## src/rtl/pipeline_sched_pkg.sv

```systemverilog
// Shared encodings for the pipeline scheduler: forwarding selects and FSM states.
package pipeline_sched_pkg;

    localparam logic [1:0] FWD_REG = 2'd0;
    localparam logic [1:0] FWD_EXE = 2'd1;
    localparam logic [1:0] FWD_MEM = 2'd2;

    typedef enum logic [1:0] {
        SCHED_RUN      = 2'd0,
        SCHED_INV_WAIT = 2'd1,
        SCHED_FLUSH    = 2'd2
    } sched_state_e;

endpackage

```

## src/rtl/pipeline_sched_fwd_unit.sv

```systemverilog
// Per-operand RAW match against EXE/MEM: forwarding select plus stall request.
module fwd_unit
    import pipeline_sched_pkg::*;
#(
    parameter int FWD_EN = 1
) (
    input  logic [4:0] src_addr,
    input  logic       src_used,
    input  logic [4:0] exe_wb_addr,
    input  logic       exe_wb_wen,
    input  logic       exe_mem_ren,
    input  logic [4:0] mem_wb_addr,
    input  logic       mem_wb_wen,
    output logic [1:0] fwd_sel,
    output logic       raw_hit
);

    logic exe_hit;
    logic mem_hit;

    always_comb begin
        exe_hit = src_used && exe_wb_wen && (exe_wb_addr != 5'd0) && (exe_wb_addr == src_addr);
        mem_hit = src_used && mem_wb_wen && (mem_wb_addr != 5'd0) && (mem_wb_addr == src_addr);
        fwd_sel = FWD_REG;
        raw_hit = 1'b0;
        if (FWD_EN != 0) begin
            // A load in EXE has no result yet; that case stalls instead of forwarding.
            if (exe_hit && !exe_mem_ren) begin
                fwd_sel = FWD_EXE;
            end else if (mem_hit) begin
                fwd_sel = FWD_MEM;
            end
            raw_hit = exe_hit && exe_mem_ren;
        end else begin
            raw_hit = exe_hit || mem_hit;
        end
    end

endmodule

```

## src/rtl/pipeline_sched.sv

```systemverilog
// Stage enable/bubble scheduler with forwarding, cache-invalidate wait and exception flush.
//   state          | meaning
//   SCHED_RUN      | normal issue; exception, stall, invalidate and hazard arbitration
//   SCHED_INV_WAIT | pipeline frozen until inv_done or timeout
//   SCHED_FLUSH    | bubbles into ID/EXE/MEM while the exception target is fetched
module pipeline_sched
    import pipeline_sched_pkg::*;
#(
    parameter int FWD_EN      = 1,
    parameter int INV_TIMEOUT = 255,
    parameter int FLUSH_CYC   = 2
) (
    input  logic       clk,
    input  logic       rst,
    input  logic [4:0] id_rs_addr,
    input  logic [4:0] id_rt_addr,
    input  logic       id_rs_used,
    input  logic       id_rt_used,
    input  logic [4:0] exe_wb_addr,
    input  logic       exe_wb_wen,
    input  logic       exe_mem_ren,
    input  logic [4:0] mem_wb_addr,
    input  logic       mem_wb_wen,
    input  logic       mem_inv_req,
    input  logic       inv_done,
    input  logic       ic_stall,
    input  logic       dc_stall,
    input  logic       exc_req,
    output logic       if_en,
    output logic       id_en,
    output logic       exe_en,
    output logic       mem_en,
    output logic       wb_en,
    output logic       id_rst,
    output logic       exe_rst,
    output logic       mem_rst,
    output logic [1:0] fwd_a,
    output logic [1:0] fwd_b,
    output logic       inv_start,
    output logic       inv_err,
    output logic       pc_exc_sel
);

    sched_state_e state_q, state_d;
    logic [7:0]   cnt_q, cnt_d;
    logic [4:0]   en_v;
    logic [2:0]   bub_v;
    logic [1:0]   fwd_a_sel, fwd_b_sel;
    logic         hit_a, hit_b;

    fwd_unit #(.FWD_EN(FWD_EN)) u_fwd_rs (
        .src_addr    (id_rs_addr),
        .src_used    (id_rs_used),
        .exe_wb_addr (exe_wb_addr),
        .exe_wb_wen  (exe_wb_wen),
        .exe_mem_ren (exe_mem_ren),
        .mem_wb_addr (mem_wb_addr),
        .mem_wb_wen  (mem_wb_wen),
        .fwd_sel     (fwd_a_sel),
        .raw_hit     (hit_a)
    );

    fwd_unit #(.FWD_EN(FWD_EN)) u_fwd_rt (
        .src_addr    (id_rt_addr),
        .src_used    (id_rt_used),
        .exe_wb_addr (exe_wb_addr),
        .exe_wb_wen  (exe_wb_wen),
        .exe_mem_ren (exe_mem_ren),
        .mem_wb_addr (mem_wb_addr),
        .mem_wb_wen  (mem_wb_wen),
        .fwd_sel     (fwd_b_sel),
        .raw_hit     (hit_b)
    );

    always_ff @(posedge clk) begin
        if (rst) begin
            state_q <= SCHED_RUN;
            cnt_q   <= 8'd0;
        end else begin
            state_q <= state_d;
            cnt_q   <= cnt_d;
        end
    end

    // en_v = {if, id, exe, mem, wb}; bub_v = {id, exe, mem}
    always_comb begin
        state_d    = state_q;
        cnt_d      = cnt_q;
        en_v       = 5'b00000;
        bub_v      = 3'b000;
        inv_start  = 1'b0;
        inv_err    = 1'b0;
        pc_exc_sel = 1'b0;
        if (rst) begin
            bub_v = 3'b111;
        end else begin
            case (state_q)
                SCHED_RUN: begin
                    if (exc_req) begin
                        pc_exc_sel = 1'b1;
                        en_v       = 5'b10001;
                        bub_v      = 3'b111;
                        state_d    = SCHED_FLUSH;
                        cnt_d      = 8'(FLUSH_CYC - 1);
                    end else if (ic_stall || dc_stall) begin
                        en_v = 5'b00000;
                    end else if (mem_inv_req) begin
                        inv_start = 1'b1;
                        state_d   = SCHED_INV_WAIT;
                        cnt_d     = 8'd0;
                    end else if (hit_a || hit_b) begin
                        en_v  = 5'b00111;
                        bub_v = 3'b010;
                    end else begin
                        en_v = 5'b11111;
                    end
                end
                SCHED_INV_WAIT: begin
                    cnt_d = cnt_q + 8'd1;
                    if (inv_done) begin
                        en_v    = 5'b11111;
                        state_d = SCHED_RUN;
                        cnt_d   = 8'd0;
                    end else if (cnt_q == 8'(INV_TIMEOUT)) begin
                        inv_err = 1'b1;
                        en_v    = 5'b11111;
                        state_d = SCHED_RUN;
                        cnt_d   = 8'd0;
                    end
                end
                SCHED_FLUSH: begin
                    en_v  = 5'b00001;
                    bub_v = 3'b111;
                    if (cnt_q == 8'd0) begin
                        state_d = SCHED_RUN;
                    end else begin
                        cnt_d = cnt_q - 8'd1;
                    end
                end
                default: begin
                    state_d = SCHED_RUN;
                    cnt_d   = 8'd0;
                end
            endcase
        end
    end

    assign {if_en, id_en, exe_en, mem_en, wb_en} = en_v;
    assign {id_rst, exe_rst, mem_rst}            = bub_v;
    assign fwd_a = rst ? FWD_REG : fwd_a_sel;
    assign fwd_b = rst ? FWD_REG : fwd_b_sel;

endmodule

```

## config.mk

```make
export PLATFORM = sky130hd
export DESIGN_NAME = pipeline_sched
export DESIGN_NICKNAME = d
export VERILOG_FILES = /design/src/rtl/pipeline_sched_pkg.sv /design/src/rtl/pipeline_sched_fwd_unit.sv /design/src/rtl/pipeline_sched.sv
export SDC_FILE = /design/constraint.sdc
export NUM_CORES = 1
export LEC_CHECK = 0
export ABC_AREA = 1
export CAP_MARGIN = 20
export CORE_MARGIN = 2
export CORE_UTILIZATION = 50
export CTS_CLUSTER_DIAMETER = 120
export CTS_CLUSTER_SIZE = 16
export DETAILED_ROUTE_END_ITERATION = 10
export PLACE_DENSITY = 0.85
export SLEW_MARGIN = 0
export SYNTH_ARGS = -nofsm -noshare
export SYNTH_HDL_FRONTEND = slang
export SYNTH_SLANG_ARGS = --single-unit
```

## constraint.sdc

```tcl
create_clock -name clk -period 2.55 [get_ports clk]
set_clock_uncertainty 0.15 [all_clocks]
set_input_delay 0.51 -clock clk [delete_from_list [all_inputs] [get_ports clk]]
set_output_delay 0.51 -clock clk [all_outputs]
set_load 0.05 [all_outputs]
```

==> impl_summary.md, run 1 <==
Worst setup path
The logic depth of the worst register-to-register path is 9. In this design, the stage delay of the slowest critical-path cell is 0.49 ns. The highest-delay cell along the critical path is clkdlybuf4s50_1. The largest fanout of any net on the critical path is 3.

The logic depth of the worst setup path including buffers is 9. Counting both buffers and inverters, the worst setup path holds a total of 3. The worst register-to-register path has a setup slack of 0.74 ns. Traced cell by cell, the critical path runs through clkdlybuf4s50_1 > nand3_1 > nor2_2 > nand3_1 > nand2_1 > nand2_2 > o21ai_2 > inv_2 > buf_12. For the worst setup path, the data required time is 1.89 ns. The most numerous cell on the critical path is nand3_1. The kind of start point of the critical path is an input port. The cell type group with the largest total delay on the critical path is buffers and inverters. STA puts the critical path data arrival time at 1.96 ns. The worst setup path is captured at an output pin. By startpoint and endpoint, the worst setup path is classified as in -> out.

Floorplan
For this design the top-level I/O count stands at 47. The width of the die is 57.30 um. In this run the core area contains 19 standard-cell rows. The die covers 0.003283 mm^2. The core area is 0.002734 mm^2. The die is 57.30 um tall. The initial core utilization is 0.5195.

Timing
The number of hold-slack violations in the final timing report is 0. The final worst slack is -0.06619 ns. The number of slew-limit violations in the final report is 0. For the pin with the worst max-slew slack, the measured transition is 0.3485 ns. Setup violations remaining at the end of the flow were counted as 7. Setup repair after global routing could not meet its margin everywhere.

The worst relative slew slack is 0.7658. For the final routed database, the setup TNS stands at -0.1922 ns. The final period utilization is 1.026. The final critical path time including I/O delays and setup is 2.616 ns.

The maximum achievable frequency is 382.2 MHz.

Synthesis
In this run the cell area of the synthesized design comes to 0.001420 mm^2. Yosys mapped the design onto 30 distinct sky130hd cell types. The net count after synthesis is 288.

The gate count of the mapped netlist is 253. The number of synthesis warnings is 0. A synthesized cell averages 5.613 um^2.

The synthesized design contains 10 register bits. The share of the Yosys chip area taken by registers is 0.1410.

Routing
For this block, the routed nets add up to 5446 um of wire. The number of detailed-routing iterations run before antenna repair is 7. The violation count after the first detailed-route iteration is 171.

The total via count in the routed design is 1969. The number of vias per cell after detailed routing is 5.658. The number of remaining DRC errors is 0. The average wire per cell in the routed design is 15.65 um.

The detail route stage leaves a number of antenna-violating nets equal to 0.

Place
The placement-stage cell area is 0.002135 mm^2. The pre-CTS setup slack is -0.1958 ns. After detailed placement, the design holds a cell count of 338. The HPWL after detailed placement is 3621 um. The number of buffer cells added on primary ports is 46. The congestion estimate from routability-driven global placement came to 1.034.

Run
Max-cap violations in this run came to 0.

Cells and area
The area growth from synthesis to layout is 61.50%. Once layout is complete, the cells apart from fillers number 348. In the layout the commonest cells are 70 x nand2_1, 36 x inv_1, 21 x nand3_1. The layout cell share with drive strength beyond 1 is 0.2848. The final net count is 352. The final-layout fill cell count is 156. The library cell used most frequently in the layout, excluding fill and tap cells, is nand2_1. The area of all placed cells without fillers is 0.002293 mm^2.

The final core area utilization is 0.8389.

Pwr
The switching power as a share of total power is 0.4447. The internal power of the cells is 0.0004439 W. The portion of total power attributed to sequential cells is 0.255. The combinational share of power is 0.557.

The switching component of the power is 0.0003554 W. Across the VDD grid, the largest voltage drop is 0.3499 mV. Power spread over the standard cell area amounts to 348.5 mW/mm^2. The static leakage power is 1.112 nW. The part of the total power dissipated in the clock network is 0.188.

CTS
CTS saw 10 sinks. The clock reaches the later pin of the worst-skew pair after 0.28 ns. The number of hold buffers added after cts is 0. The clock transition time at the flip-flop clock pins of the worst setup and hold paths is 0.07 ns. The root buffer cell is clkbuf_4. TritonCTS created 3 clock buffers. The maximum buffer depth of the clock tree is 2. The deepest level of the CTS H-tree is 1. TritonCTS built the clock tree.

Global route
The first global-routing pass estimated 7659 um of wire. The overflow left after global routing is 0. The number of antenna violations at the first check in global routing is 1. The total track usage is 0.2964. Entering global routing, the biggest net connects 11 pins.

The number of global-route vias before repair was 1815.

Min path
The class of the most critical hold timing path is reg -> reg. The number of instances on the worst hold path is 2.

Outcome
The flow ran to the end, but the final reports show violations. The checks that failed: negative setup slack.
[routing by layer]
layer,share of wire,up-vias,global-route usage
met5,0,-,0
met4,0.029,0,0.1196
met3,0.10,22,0.08163
met2,0.47,115,0.4975
met1,0.40,898,0.3579
li1,-,934,-
[logic make-up after synthesis]
| kind of cell | share of synthesized area |
|---|---|
| AOI/OAI and AO/OA | 0.1621 |
| xor gates and xnor gates | 0.05551 |
| adders and majority gates | 0.02643 |
| buffers and inverters | 0.1639 |
| DFF | 0.1410 |
| and+or+nand+nor | 0.4511 |
[synthesized netlist by cell type]
master,instances,area (um^2)
o21ai_1,3,15.01
o21ai_4,1,16.27
inv_1,40,150.1
buf_2,1,5.000
and3_1,1,6.260
ha_1,3,37.54
buf_6,2,22.52
xor2_1,3,26.28
buf_4,4,30.03
inv_4,1,6.260
nor4_1,2,12.51
nand2_4,1,11.26
nor3_1,4,20.02
a21oi_1,16,80.08
xnor2_1,6,52.55
dfxtp_1,10,200.2
nor2_4,3,33.78
nand2_2,5,31.28
o22ai_1,2,12.51
a21oi_4,2,32.53
a41oi_1,1,8.760
nand3_1,22,110.1
nor2_1,18,67.56
inv_2,4,15.01
nor2_2,6,37.54
nand2_1,71,266.5
nand4_1,6,37.54
o21ai_0,13,65.06
or2_1,1,6.260
clkbuf_1,1,3.750
[power by group through the flow]
stage	registers, W	logic (W)	clock network, W
6_report	0.000204	0.000445	0.000150
5_1_grt	0.000206	0.000479	0.000158
4_1_cts	0.000200	0.000423	0.000149
3_5_place_dp	0.000201	0.000419	0
3_3_place_gp	0.000201	0.000406	0
2_1_floorplan	0.000185	0.000268	0
[worst paths after layout]
kind               to  startpoint
max reg2reg  cnt_q[2]    cnt_q[0]
max             id_en  id_rt_used
min          cnt_q[0]    cnt_q[0]
min reg2reg  cnt_q[0]    cnt_q[0]
[per-stage QoR]
step | hold WS, ns | total power, W
final | 0.3651 | 0.0007993
after global routing | 0.4058 | 0.0008432
after CTS | 0.3609 | 0.0007721
after detailed placement | 0.3548 | 0.0006201
after global placement | 0.3510 | 0.0006061
after floorplan | 0.3247 | 0.0004528
[flip-flops by register name, summed over array words and instances (netlist names)]
| signal | count |
|---|---|
| cnt_q | 8 |
| state_q | 2 |
[tightest hold or removal path, delay by kind of cell, from the launching register on]
family,cells,cell delay (ns)
simple gates,1,0.06
flops,1,0.36
compound gates,1,0.05
[cell type report]
class	count	area [um^2]	share of cell area
Antenna cell	1	2.502	0.001091
Clock buffer	4	36.28	0.01582
Inverter	45	171.4	0.07474
Multi-Input combinational cell	190	1070	0.4665
Sequential cell	10	212.7	0.09274
Tap cell	31	38.79	0.01691
Timing Repair Buffer	67	762.0	0.3322
[timing repair]
action                     4_1_cts  5_1_grt
pin swaps                        9       14
buffers inserted                 0        5
resized for setup               31       24
setup endpoints to repair        8       10
(Power assumes the default switching activity.)
==> inputs of run 2 (changes only) <==
CORE_UTILIZATION = 55   (was 50)
DONT_BUFFER_PORTS = 1   (was default)
PLACE_DENSITY = 0.69   (was 0.85)
==> run 2 against run 1 <==
Net effect:
- the run now ends clean
- design area shrank 32%
- clock-buffer cell count did not move
- wire length decreased by 39%
- sequential cell count unchanged
- clock power is essentially flat
- core utilization down 20 points
- largest power group unchanged
- highest routed layer unchanged
==> impl_summary.md, run 2 (synthesized netlist as in run 1, its figures left out) <==
Worst setup path
The reg2reg setup slack is 0.85 ns (+0.11 ns). The startpoint of the worst register-to-register path is cnt_q[0]. The longest individual stage delay on the worst path is 0.38 ns (-0.11 ns). The worst setup path is captured at an output pin. The endpoint of the lowest-slack register-to-register path is cnt_q[0]. The logic depth of the worst setup path including buffers was 10 (+1). The critical path buffer and inverter count is 3 (unchanged). In this run the worst setup path begins at cnt_q[0]. The start-to-end type of the worst setup path is reg -> out.

The signal on the critical path passes through ha_4 > nand2_4 > nor2_4 > nand2_2 > a21oi_4 > inv_2 > a21oi_4 > o21ai_1 > inv_1 > buf_12. The largest fanout of any net on the critical path is 4 (+1). On the critical path the largest part of the delay comes from flip-flops.

The arrival time of data at the critical path endpoint came to 1.75 ns (-0.21 ns). The data required time of the critical path is 1.89 ns (about the same). The most numerous cell on the critical path is a21oi_4. The logic depth of the worst register-to-register path was 9 (unchanged). The kind of start point of the critical path is a flip-flop.

The highest-delay cell along the critical path is dfxtp_2. Following the worst setup path forward leads to its endpoint at id_en.

Timing
The maximum achievable frequency is 414.7 MHz (+8.5%). The worst relative slew slack is 0.7208 (-0.04492). The number of slew-limit violations in the final report is 0 (unchanged). The final period utilization was 0.9456 (-0.08040). The final critical path time including I/O delays and setup is 2.411 ns (-0.2050 ns). The number of hold-slack violations in the final timing report is 0 (unchanged). Setup repair after global routing left no endpoint under its margin. The final count of negative-setup-slack endpoints came to 0 (-7). The slew of the pin with the lowest slew margin was 0.4183 ns (+0.06982 ns). The worst hold slack across all endpoints came to 0.1394 ns (-0.2256 ns).

The aggregate negative setup slack is 0 ns (+0.1922 ns).

Place
The HPWL after detailed placement was 2721 um (-25%). The weighted congestion at the end of routability-driven global placement was 0.8161 (-21%). The placement-stage cell area was 0.001505 mm^2 (-29%). The number of buffer cells added on primary ports is 0 (-100%).

The number of placed cells counting well taps came to 287 (-15%).

Cells and area
In the final layout, the registers with the most flip-flops are cnt_q x8, state_q x2. The antenna diode count is 0 (-1). The count of placed standard cells in the final layout, fillers left out is 291 (-16%). The final core area utilization came to 0.6356 (-0.2033).

The layout cell share with drive strength beyond 1 is 0.1762 (-0.1086). The most frequent standard cell in the layout excluding fill and tap cells is nand2_1. In the layout the commonest cells are 71 x nand2_1, 40 x inv_1, 22 x nand3_1.

The register with the most flip-flops in the final layout is cnt_q. The number of flip-flops under the largest register name is 8 (unchanged). The area growth from synthesis to layout is 9.868%. The area of all placed cells without fillers came to 0.001560 mm^2 (-32%). The final net count is 297 (-16%).

CTS
The number of gates given a new drive strength after cts is 0 (-100%). The clock buffer count from CTS is 3 (unchanged). TritonCTS built the clock tree. The root buffer cell is clkbuf_4. The maximum buffer depth of the clock tree was 2 (unchanged). The number of hold buffers added after cts is 0 (unchanged). The deepest level of the CTS H-tree came to 1 (unchanged). The total clock sinks is 10 (unchanged).

The clock transition time at the flip-flop clock pins of the worst setup and hold paths is 0.08 ns (about the same). The total setup buffers inserted after CTS is 0 (unchanged). The clock latency of the later-clocked register in the worst-skew pair came to 0.27 ns (about the same).

Pwr
The static leakage power is 0.7394 nW (-34%). The worst ir drop on vdd is 0.3106 mV (-11%). The power per cell area came to 416.6 mW/mm^2 (+20%).

Routing
The total via count in the routed design is 1531 (-22%). The count of nets left with antenna violations after detail routing was 0 (unchanged). The number of remaining DRC errors is 0 (unchanged).

The number of detailed-routing iterations run before antenna repair is 4 (-3). The average wire per cell in the routed design came to 11.37 um (-27%). The overall routed net length was 3309 um (-39%). The violation count after the first detailed-route iteration is 36 (-79%). The number of vias per cell after detailed routing is 5.261 (-7.0%).

Floorplan
The core area is 0.002455 mm^2 (-10%). The width of the die was 54.82 um (-4.3%). The overall die area is 0.003005 mm^2 (-8.5%).

The number of I/O pins was 47 (unchanged). The initial core utilization was 0.5785 (+0.05904). The vertical extent of the die came to 54.82 um (-4.3%).

The number of core rows is 18 (-1).

Run
The number of violations of the max-capacitance limit was 0 (unchanged).

Global route
The number of antenna violations at the first check in global routing is 0 (-1). The total track usage came to 0.2388 (-0.05759). The first-pass GRT wire length is 5216 um (-32%). The largest net degree at the start of global routing is 20 (+9). The overflow left after global routing is 0 (unchanged).

The number of global-route vias before repair was 1273 (-30%).

Min path
The class of the most critical hold timing path is in -> reg. The startpoint identified for the worst hold timing path is rst.

Outcome
The run finished with clean final reports.
[run 2: cell types whose count changed in the layout (fill, tap and decap cells not counted), moves of 3 or more]
| cell | before | now |
|---|---|---|
| dlymetal6s2s_1 | 5 | 0 |
| nor2_2 | 9 | 6 |
| dlygate4sd2_1 | 14 | 0 |
| buf_4 | 20 | 11 |
| inv_1 | 36 | 40 |
| buf_12 | 15 | 1 |
| nor2_1 | 14 | 18 |
| inv_2 | 8 | 4 |
| clkdlybuf4s50_1 | 11 | 0 |
[run 2: worst min-delay path by stage]
stage | to | depth (start not counted)
2_1_floorplan | cnt_q[0] | 2
3_3_place_gp | cnt_q[0] | 2
3_5_place_dp | cnt_q[0] | 2
4_1_cts | state_q[1] | 1
5_1_grt | cnt_q[4] | 1
6_report | cnt_q[4] | 1
[run 2: where the power goes]
part           leakage, nW  switching (W)  internal [W]
registers           0.0837      0.0000254      0.000174
clock network       0.0210      0.0000634     0.0000867
logic                0.635       0.000196      0.000104
total                0.739       0.000285      0.000365
[run 2: metrics by stage]
stage | total power (W) | worst slack (ns)
final | 0.0006499 | 0.1388
after global routing | 0.0007042 | 0.02163
after CTS | 0.0006465 | 0.02641
after detailed placement | 0.0004975 | 0.3509
after global placement | 0.0004963 | 0.3597
after floorplan | 0.0004528 | 0.008115
[run 2: area by class of cell]
| type | count | area (um^2) |
|---|---|---|
| Multi-Input combinational cell | 190 | 1006 |
| Fill cell | 270 | 894.6 |
| Sequential cell | 10 | 206.4 |
| Inverter | 45 | 171.4 |
| Timing Repair Buffer | 12 | 102.6 |
| Tap cell | 30 | 37.54 |
| Clock buffer | 4 | 36.28 |
[run 2: layer usage]
layer	GRT usage	share of wire
met5	0	0
met4	0.07500	0.0066
met3	0.03552	0.060
met2	0.4067	0.46
met1	0.3051	0.47
[run 2: worst register-to-register path, cell delays in order, from the launching register on]
cell     delay, ns
dfxtp_2       0.35
inv_1         0.16
ha_1          0.17
nand3_1       0.11
nor2_2        0.13
nand2_2       0.07
o21ai_4       0.14
inv_2         0.15
o21ai_1       0.11
a21oi_1       0.07
